File: config.mk
export PLATFORM = sky130hd
export DESIGN_NAME = vm1_bus_responder
export DESIGN_NICKNAME = d
export VERILOG_FILES = /design/src/rtl/vm1_bus_pkg.sv /design/src/rtl/vm1_console_tx.sv /design/src/rtl/vm1_bus_responder.sv
export SDC_FILE = /design/constraint.sdc
export NUM_CORES = 1
export LEC_CHECK = 0
export ABC_AREA = 1
export CORE_AREA = 4 4 125 79
export CTS_BUF_LIST = sky130_fd_sc_hd__clkbuf_8
export DETAILED_ROUTE_END_ITERATION = 6
export DIE_AREA = 0 0 129 83
export PLACE_DENSITY = 0.82
export SYNTH_ARGS = -nofsm -noshare
export SYNTH_HDL_FRONTEND = slang
export SYNTH_HIERARCHICAL = 1
export SYNTH_SLANG_ARGS = --single-unit
File: constraint.sdc
create_clock -name mclk -period 2.63 [get_ports mclk]
set_input_delay 0.526 -clock mclk [delete_from_list [all_inputs] [get_ports mclk]]
set_output_delay 0.526 -clock mclk [all_outputs]
set_load 0.01 [all_outputs]
File: src/rtl/vm1_bus_pkg.sv
// Shared definitions for the VM1 bus responder: FSM states, decode targets,
// captured-request record and console register defaults.
package vm1_bus_pkg;

  typedef enum logic [2:0] {
    ST_IDLE, ST_ACCESS, ST_WAIT, ST_REPLY, ST_HOLD, ST_IGNORE
  } state_t;

  typedef enum logic [1:0] {TGT_RAM, TGT_TPS, TGT_TPB} tgt_t;

  typedef struct packed {
    logic       a0;
    logic       wtbt;
    logic       wr;
    tgt_t       tgt;
    logic [7:0] wbyte;
  } bus_req_t;

  localparam logic [15:0] TPS_ADDR_DEF = 16'o177564;
  localparam logic [15:0] TPB_ADDR_DEF = 16'o177566;
  localparam int          TPS_RDY_BIT  = 7;

  function automatic logic [1:0] byte_en(input logic wtbt, input logic a0);
    return !wtbt ? 2'b11 : (a0 ? 2'b10 : 2'b01);
  endfunction

endpackage

File: src/rtl/vm1_console_tx.sv
// Console transmit holding register with valid/ready handoff and TPS status word.
module vm1_console_tx
  import vm1_bus_pkg::*;
(
  input  logic        mclk,
  input  logic        mreset_n,
  input  logic        load,
  input  logic [7:0]  load_data,
  input  logic        tx_ready_i,
  output logic [7:0]  tx_data_o,
  output logic        tx_valid_o,
  output logic [15:0] status_o
);

  always_ff @(posedge mclk or negedge mreset_n) begin
    if (!mreset_n) begin
      tx_data_o  <= '0;
      tx_valid_o <= 1'b0;
    end else if (load) begin
      tx_data_o  <= load_data;
      tx_valid_o <= 1'b1;
    end else if (tx_valid_o && tx_ready_i) begin
      tx_valid_o <= 1'b0;
    end
  end

  always_comb begin
    status_o              = '0;
    status_o[TPS_RDY_BIT] = ~tx_valid_o;
  end

endmodule

File: src/rtl/vm1_bus_responder.sv
// VM1 bus slave: decodes SYNC/DIN/DOUT cycles onto a word RAM port and the
// console TPS/TPB pair, and answers with a registered RPLY.
module vm1_bus_responder
  import vm1_bus_pkg::*;
#(
  parameter int          RAM_AW      = 15,
  parameter int          WAIT_STATES = 0,
  parameter logic [15:0] TPS_ADDR    = TPS_ADDR_DEF,
  parameter logic [15:0] TPB_ADDR    = TPB_ADDR_DEF
) (
  input  logic              mclk,
  input  logic              mreset_n,
  input  logic              sync_i,
  input  logic              din_i,
  input  logic              dout_i,
  input  logic              wtbt_i,
  input  logic [15:0]       addr_i,
  input  logic [15:0]       data_i,
  output logic [15:0]       data_o,
  output logic              rply_o,
  output logic [RAM_AW-1:0] mem_addr_o,
  output logic              mem_rd_o,
  output logic              mem_we_o,
  output logic [1:0]        mem_be_o,
  output logic [15:0]       mem_wdata_o,
  input  logic [15:0]       mem_rdata_i,
  output logic [7:0]        tx_data_o,
  output logic              tx_valid_o,
  input  logic              tx_ready_i
);

  state_t      state;
  bus_req_t    req;
  logic [3:0]  wcnt;
  logic        rd_cap;
  logic [15:0] rdata_q;
  logic [15:0] tps_word;
  logic        hit_tps, hit_tpb, hit_ram, start, reject;
  logic        stall, tx_load;
  logic [15:0] ram_word, rd_word;

  always_comb begin
    hit_tps = {addr_i[15:1], 1'b0} == {TPS_ADDR[15:1], 1'b0};
    hit_tpb = {addr_i[15:1], 1'b0} == {TPB_ADDR[15:1], 1'b0};
    hit_ram = (32'(addr_i) >> (RAM_AW + 1)) == 32'd0;
    start   = sync_i && (din_i || dout_i);
    reject  = (din_i && dout_i) || !(hit_tps || hit_tpb || hit_ram);
  end

  // A TPB write cannot overwrite a character the sink has not yet taken.
  assign stall   = req.wr && (req.tgt == TGT_TPB) && tx_valid_o && !tx_ready_i;
  assign tx_load = (state == ST_REPLY) && sync_i && req.wr && (req.tgt == TGT_TPB);

  // RAM data is live on the port only the cycle after the read strobe.
  always_comb begin
    ram_word = rd_cap ? mem_rdata_i : rdata_q;
    rd_word  = '0;
    if (!req.wr) begin
      case (req.tgt)
        TGT_TPS: rd_word = tps_word;
        TGT_TPB: rd_word = {8'h00, tx_data_o};
        default: rd_word = !req.wtbt ? ram_word :
                           req.a0    ? {8'h00, ram_word[15:8]} : {8'h00, ram_word[7:0]};
      endcase
    end
  end

  always_ff @(posedge mclk or negedge mreset_n) begin
    if (!mreset_n) begin
      state       <= ST_IDLE;
      req         <= '0;
      wcnt        <= '0;
      rd_cap      <= 1'b0;
      rdata_q     <= '0;
      data_o      <= '0;
      rply_o      <= 1'b0;
      mem_addr_o  <= '0;
      mem_rd_o    <= 1'b0;
      mem_we_o    <= 1'b0;
      mem_be_o    <= '0;
      mem_wdata_o <= '0;
    end else begin
      mem_rd_o <= 1'b0;
      mem_we_o <= 1'b0;
      rd_cap   <= 1'b0;
      if (rd_cap) rdata_q <= mem_rdata_i;
      case (state)
        ST_IDLE: if (start) begin
          req.a0      <= addr_i[0];
          req.wtbt    <= wtbt_i;
          req.wr      <= dout_i;
          req.tgt     <= hit_tps ? TGT_TPS : hit_tpb ? TGT_TPB : TGT_RAM;
          req.wbyte   <= data_i[7:0];
          mem_addr_o  <= addr_i[RAM_AW:1];
          mem_be_o    <= byte_en(wtbt_i, addr_i[0]);
          mem_wdata_o <= wtbt_i ? {2{data_i[7:0]}} : data_i;
          if (reject) begin
            state <= ST_IGNORE;
          end else begin
            state    <= ST_ACCESS;
            mem_rd_o <= din_i && !hit_tps && !hit_tpb;
            mem_we_o <= dout_i && !hit_tps && !hit_tpb;
          end
        end
        ST_ACCESS: if (!sync_i) begin
          state <= ST_IDLE;
        end else begin
          rd_cap <= !req.wr && (req.tgt == TGT_RAM);
          wcnt   <= (WAIT_STATES == 0) ? 4'd0 : 4'(WAIT_STATES - 1);
          state  <= (WAIT_STATES != 0 || stall) ? ST_WAIT : ST_REPLY;
        end
        ST_WAIT: if (!sync_i) begin
          state <= ST_IDLE;
        end else if (wcnt != 4'd0) begin
          wcnt <= wcnt - 4'd1;
        end else if (!stall) begin
          state <= ST_REPLY;
        end
        ST_REPLY: if (!sync_i) begin
          state <= ST_IDLE;
        end else begin
          rply_o <= 1'b1;
          data_o <= rd_word;
          state  <= ST_HOLD;
        end
        ST_HOLD: if (!sync_i) begin
          rply_o <= 1'b0;
          data_o <= '0;
          state  <= ST_IDLE;
        end
        ST_IGNORE: if (!sync_i) state <= ST_IDLE;
        default: state <= ST_IDLE;
      endcase
    end
  end

  vm1_console_tx u_con (
    .mclk       (mclk),
    .mreset_n   (mreset_n),
    .load       (tx_load),
    .load_data  (req.wbyte),
    .tx_ready_i (tx_ready_i),
    .tx_data_o  (tx_data_o),
    .tx_valid_o (tx_valid_o),
    .status_o   (tps_word)
  );

endmodule

==> results of run 1 <==
## state kept, by name, summed over array words and instances, names as in the netlist
name / flops
data_o: 16
mem_wdata_o: 16
rdata_q: 16
mem_addr_o: 15
u_con/tx_data_o: 8
req: 5
wcnt: 4
state: 3
mem_be_o: 2
mem_rd_o: 1
mem_we_o: 1
rd_cap: 1
rply_o: 1
u_con/tx_valid_o: 1
## cell families (layout without fill, tap and decap cells)
kind of cell,after synthesis,after routing,share of synthesized area (%)
other,1,15,0.08687
AOI/OAI and AO/OA,78,78,9.594
xor gates and xnor gates,2,2,0.4059
buffers and inverters,96,189,11.27
DFF,90,90,52.17
and+or+nand+nor,270,270,25.01
adders and majority gates,5,5,1.449
## layout make-up
class | count | area (um2)
Multi-Input combinational cell | 370 | 1630
Timing Repair Buffer | 122 | 1214
Inverter | 51 | 191.4
Tap cell | 116 | 145.1
Clock buffer | 10 | 137.6
Sequential cell | 90 | 2252
Fill cell | 739 | 3208
Clock inverter | 6 | 72.57
## power by group through the flow
| stage | clock (mW) | combinational [mW] | sequential (mW) |
|---|---|---|---|
| 6_report | 0.978 | 2.51 | 2.32 |
| 5_1_grt | 1.06 | 2.81 | 2.39 |
| 4_1_cts | 0.999 | 2.52 | 2.32 |
| 3_5_place_dp | 0 | 2.51 | 2.32 |
| 3_3_place_gp | 0 | 2.43 | 2.32 |
| 2_1_floorplan | 0 | 1.37 | 2.36 |
## cell usage after synthesis
master and count:
nand4_2 1, or2_1 1, inv_1 50, inv_2 1, o211ai_1 1, buf_2 5
nor2_2 2, nor3_1 6, buf_6 4, o21ai_0 43, nand2_1 199, nand3_1 28
xnor2_1 1, conb_1 1, clkbuf_1 11, nor2_1 30, a21oi_1 11, buf_4 24
dfrtp_1 90, o21ai_1 14, a22oi_1 8, xor2_1 1, ha_1 5, buf_1 1
nand4_1 3, o22ai_1 1
## stage by stage
| step | power [mW] | area (um2) |
|---|---|---|
| after floorplan | 3.730 | 4369 |
| after global placement | 4.751 | 5433 |
| after detailed placement | 4.838 | 5433 |
| after CTS | 5.840 | 5643 |
| after global routing | 6.257 | 5643 |
| final | 5.815 | 5643 |
## path summary, 6_finish.rpt
kind                               startpoint          endpoint  slack [ns]  cells after the start
max                        u_con/tx_data_o[6]      tx_data_o[6]        0.77                      1
min                                  mreset_n  u_con/tx_valid_o        0.16                      1
max reg2reg                            req[8]         data_o[8]        0.90                      5
min reg2reg                           wcnt[0]           wcnt[0]        0.48                      1
max in group asynchronous            mreset_n     mem_addr_o[3]        1.82                      2
min in group mclk                     wcnt[0]           wcnt[0]        0.48                      1
## cell usage in the layout (no fill, tap or decap)
| master | Yosys | routed |
|---|---|---|
| nand2_1 | 199 | 199 |
| inv_1 | 50 | 50 |
| nor2_1 | 30 | 30 |
| a22oi_1 | 8 | 8 |
| ha_1 | 5 | 5 |
| clkdlybuf4s50_1 | 0 | 114 |
| o211ai_1 | 1 | 1 |
| nor2_2 | 2 | 2 |
| bufinv_16 | 0 | 1 |
| xnor2_1 | 1 | 1 |
| a21oi_1 | 11 | 11 |
| inv_6 | 0 | 2 |
| clkinvlp_4 | 0 | 1 |
| dfrtp_1 | 90 | 90 |
| nand4_1 | 3 | 3 |
| o21ai_1 | 14 | 14 |
| buf_12 | 0 | 1 |
| xor2_1 | 1 | 1 |
| or2_1 | 1 | 1 |
| o21ai_0 | 43 | 43 |
| o22ai_1 | 1 | 1 |
| clkinv_4 | 0 | 2 |
| buf_4 | 24 | 7 |
| clkbuf_8 | 0 | 10 |
| nand4_2 | 1 | 1 |
| nor3_1 | 6 | 6 |
| conb_1 | 1 | 15 |
| nand3_1 | 28 | 28 |
| inv_2 | 1 | 1 |
## routing by layer
metal | global-route usage [%] | part of all wire [%]
met5 | 0 | 0
met2 | 29.61 | 43
met3 | 6.877 | 8.2
met4 | 5.910 | 2.1
met1 | 29.66 | 47
==> flow_summary.ini, run 1 <==
[die]
die_h_um = 83
core-area_mm2 = 0.008851
dieArea_mm2 = 0.01071
die_width_um = 129
start_util_pct = 48.77
io-pin-count = 116
rows = 27

[worst_setup_path]
worst-setup-path-type = reg -> out
cp.required_ns = 2.10
crit_buf_inv = 1
crit_family = buffers and inverters
crit_chain = clkdlybuf4s50_1
crit_arrival_ns = 1.33
start_kind = flip-flop
critPathMaxFanout = 3
crit_path_top_delay_cell = clkdlybuf4s50_1
slowest_delay_ns = 0.57
cp-end-kind = output pin

[clock_network]
cts_tree = done
post_cts_buffers = 0
cts_resized = 0
cts.sinks = 90
clk_path_buf_depth = 2
cts_hold_buf = 0
clockRootBuffer = clkbuf_8
h-tree-depth = 3
clk_latency_ns = 0.35
cts_inserted_buffers = 9
clkTransAtPathRegs_ns = 0.09

[placement]
place.gp.congestion = 0.9867
pre_cts_slack_ns = 0.4983
hpwlAfterDp_um = 8210
placed_cells_incl_taps = 749
io_buffer_count = 115

[grt]
grt_pass1_vias = 3644
grt_max_degree = 45
grt_pass1_wl_um = 17790
grt.total_usage_pct = 20.56
antenna_found_initial = 0
grt_overflow = 0

[synth]
synthCells = 542
yosysTopAreaCell = dfrtp_1
synth_area_leaders = dfrtp_1 52%, nand2_1 17%, o21ai_0 5.0%, inv_1 4.3%, buf_4 4.2%
synth-warning-count = 6
synth_top_area_share_pct = 52.17
synth_seq_area_share_pct = 52.17
synth_cell_types = 26
ys_ff_latch = 90
netlist_area_mm2 = 0.004317
avgSynthCellArea_um2 = 7.964

[timing]
setup_viol = 0
fin_ws_ns = 0.7706
fmax_ghz = 0.5378
slew_violations = 0
skew_ns = 0.01511
hold_ws_ns = 0.1620
relSlewSlack_pct = 57.54
rsz0062_at_grt = false
worstMarginPinSlew_ns = 0.6349
fin_setup_tns_ns = 0
post-route-min-period_ns = 1.859
fin_crit_sh_pct = 70.70
hold_viol = 0

[drt]
drc = 0
drt_iter0_drc = 303
drt-pass1-iter-count = 5
wl_per_cell_um = 13.98
num_vias = 3780
drt-vias-per-instance = 4.941
ant_nets = 0
wirelength_um = 10700

[final_layout]
nNetsFinal = 704
drive_gt1_share_pct = 4.314
diodes = 0
fin_util_pct = 63.75
syn2layout_area_growth_pct = 30.72
final_cell_count_no_fill = 765

[pwr]
power_frac_comb_pct = 43.2
p_per_area_mw_per_mm2 = 1031
p_leak_nw = 2.766
switchingPower_mw = 2.235
ir_worst_vdd_v = 0.0004732
p_seq_share_pct = 40.0
switching_share_pct = 38.43
cell_internal_pwr_mw = 3.580
p_clk_share_pct = 16.8

[min_path]
hold_path.class = in -> async

[run_status]
outcome = completed

[flow_run]
cap_violations = 0
(Power assumes the default switching activity.)
==> run 2: changes to the inputs <==
CORE_AREA = 4 4 132 83   (was 4 4 125 79)
DIE_AREA = 0 0 136 87   (was 0 0 129 83)
PLACE_DENSITY = 0.77   (was 0.82)
clock period = 1.55 ns   (was 2.63 ns; I/O delays follow)
==> flow_summary.ini, run 2 (synthesis gave the netlist of run 1 again) <==
[run_status]
outcome = completed

[grt]
grt_pass1_wl_um = 18900
grt_overflow = 0
antenna_found_initial = 0
met2_usage_pct = 32.24
grt_max_degree = 36
grt_pass1_vias = 3935
met1_usage_pct = 27.04
busiest_layer = met2
grt.total_usage_pct = 20.44
use_met3_pct = 7.506

[clock_network]
clockRootBuffer = clkbuf_8
clkTransAtPathRegs_ns = 0.09
cts.sinks = 90
cts_inserted_buffers = 9
h-tree-depth = 3
clk_path_buf_depth = 2
cts_tree = done
clk_latency_ns = 0.36

[worst_setup_path]
regToRegEndpoint = data_o[3]
crit_buf_inv = 1
crit_chain = nor2_2, nand3_1, nand2_2, clkinvlp_4, nand2_1, nand2_1
crit_arrival_ns = 1.71
rr_startpoint = state[0]
r2r_slack_ns = 0.1
crit_family = simple AND/OR/NAND/NOR gates
reg2reg_depth = 6
cp.required_ns = 1.81
start_kind = flip-flop
cp-end-kind = flip-flop
critPathMaxFanout = 8
slowest_delay_ns = 0.48
crit_path_top_delay_cell = dfrtp_2
worst-setup-path-type = reg -> reg
critical_path_depth = 6
cpMostUsedCell = nand2_1
cp-startpoint = state[0]

[drt]
drt-vias-per-instance = 4.743
drt_iter0_drc = 229
wirelength_um = 11510
wl_per_cell_um = 14.17
num_vias = 3851
drc = 0
drt-pass1-iter-count = 4
ant_nets = 0

[final_layout]
drive_gt1_share_pct = 10.19
diodes = 0
syn2layout_area_growth_pct = 35.42
reg_top3 = data_o x16, mem_wdata_o x16, rdata_q x16
final_cell_count_no_fill = 812
nNetsFinal = 732
fin_util_pct = 60.24
mostFrequentLayoutCells = 195 x nand2_1, 88 x dfrtp_1, 61 x dlygate4sd2_1, 52 x clkdlybuf4s50_1, 46 x inv_1
stdcell_area_mm2 = 0.005846
final_common_cell = nand2_1

[die]
dieArea_mm2 = 0.01183
start_util_pct = 44.48
rows = 28
core-area_mm2 = 0.009704
die_width_um = 136
die_h_um = 87
io-pin-count = 116

[timing]
slew_violations = 0
fin_setup_tns_ns = 0
skew_ns = 0.006305
hold_ws_ns = 0.4329
post-route-min-period_ns = 1.453
fin_ws_ns = 0.09731
fmax_ghz = 0.6884
hold_viol = 0
setup_viol = 0
fin_crit_sh_pct = 93.72

[placement]
placed_area_mm2 = 0.005649
hpwlAfterDp_um = 8802
placed_cells_incl_taps = 792
io_buffer_count = 115
place.gp.congestion = 0.8800
pre_cts_slack_ns = -0.3884

[pwr]
p_seq_share_pct = 40.5
switching_share_pct = 40.41
p_leak_nw = 3.081
p_per_area_mw_per_mm2 = 1642
finalPower_mw = 9.599
p_clk_share_pct = 15.3
ir_worst_vdd_v = 0.0007157
power_frac_comb_pct = 44.2
switchingPower_mw = 3.879
cell_internal_pwr_mw = 5.719

[flow_run]
cap_violations = 0

[min_path]
hold_path.class = in -> async
## run 2: cell count changes in the layout (fill, tap and decap cells not counted), sizes merged, moves of 2 or more
cell	before	now
inv	53	51
clkinvlp	1	4
dlygate4sd2	0	61
clkdlybuf4s50	114	52
buf	8	34
## run 2: timing repair
action	in CTS	in global routing
gates cloned	0	1
gates resized for setup	66	17
hold endpoints to repair	28	0
hold buffers	1	0
setup endpoints to repair	90	59
setup buffers	2	0
## run 2: cell type report
cell class	instances	area, um2
Fill cell	890	3859
Sequential cell	90	2255
Multi-Input combinational cell	370	1674
Timing Repair Buffer	149	1361
Inverter	51	201.4
Tap cell	135	168.9
Clock buffer	10	137.6
Clock inverter	6	40.04
Timing Repair inverter	1	7.507
## run 2: worst max path at each step
stage	end	slack, ns
2_1_floorplan	data_o[10]	0.06
3_5_place_dp	mem_addr_o[14]	-0.39
3_3_place_gp	mem_addr_o[9]	-0.33
4_1_cts	mem_wdata_o[0]	0.01
6_report	data_o[3]	0.1
5_1_grt	mem_addr_o[7]	-0.008
## run 2: power by group through the flow
stage / clock network (mW) / logic (mW) / registers (mW)
6_report: 1.47 / 4.24 / 3.88
5_1_grt: 1.62 / 4.79 / 4.00
3_5_place_dp: 0 / 4.53 / 3.90
2_1_floorplan: 0 / 2.33 / 4.00
3_3_place_gp: 0 / 4.36 / 3.88
4_1_cts: 1.51 / 4.15 / 3.86
## run 2: per-layer routing
metal	share of wire, %	wire [um]	up-vias
met1	46	5237	1792
met3	8.4	963	11
met5	0	0	-
met2	45	5183	117
met4	1.1	124	0
li1	-	-	1931
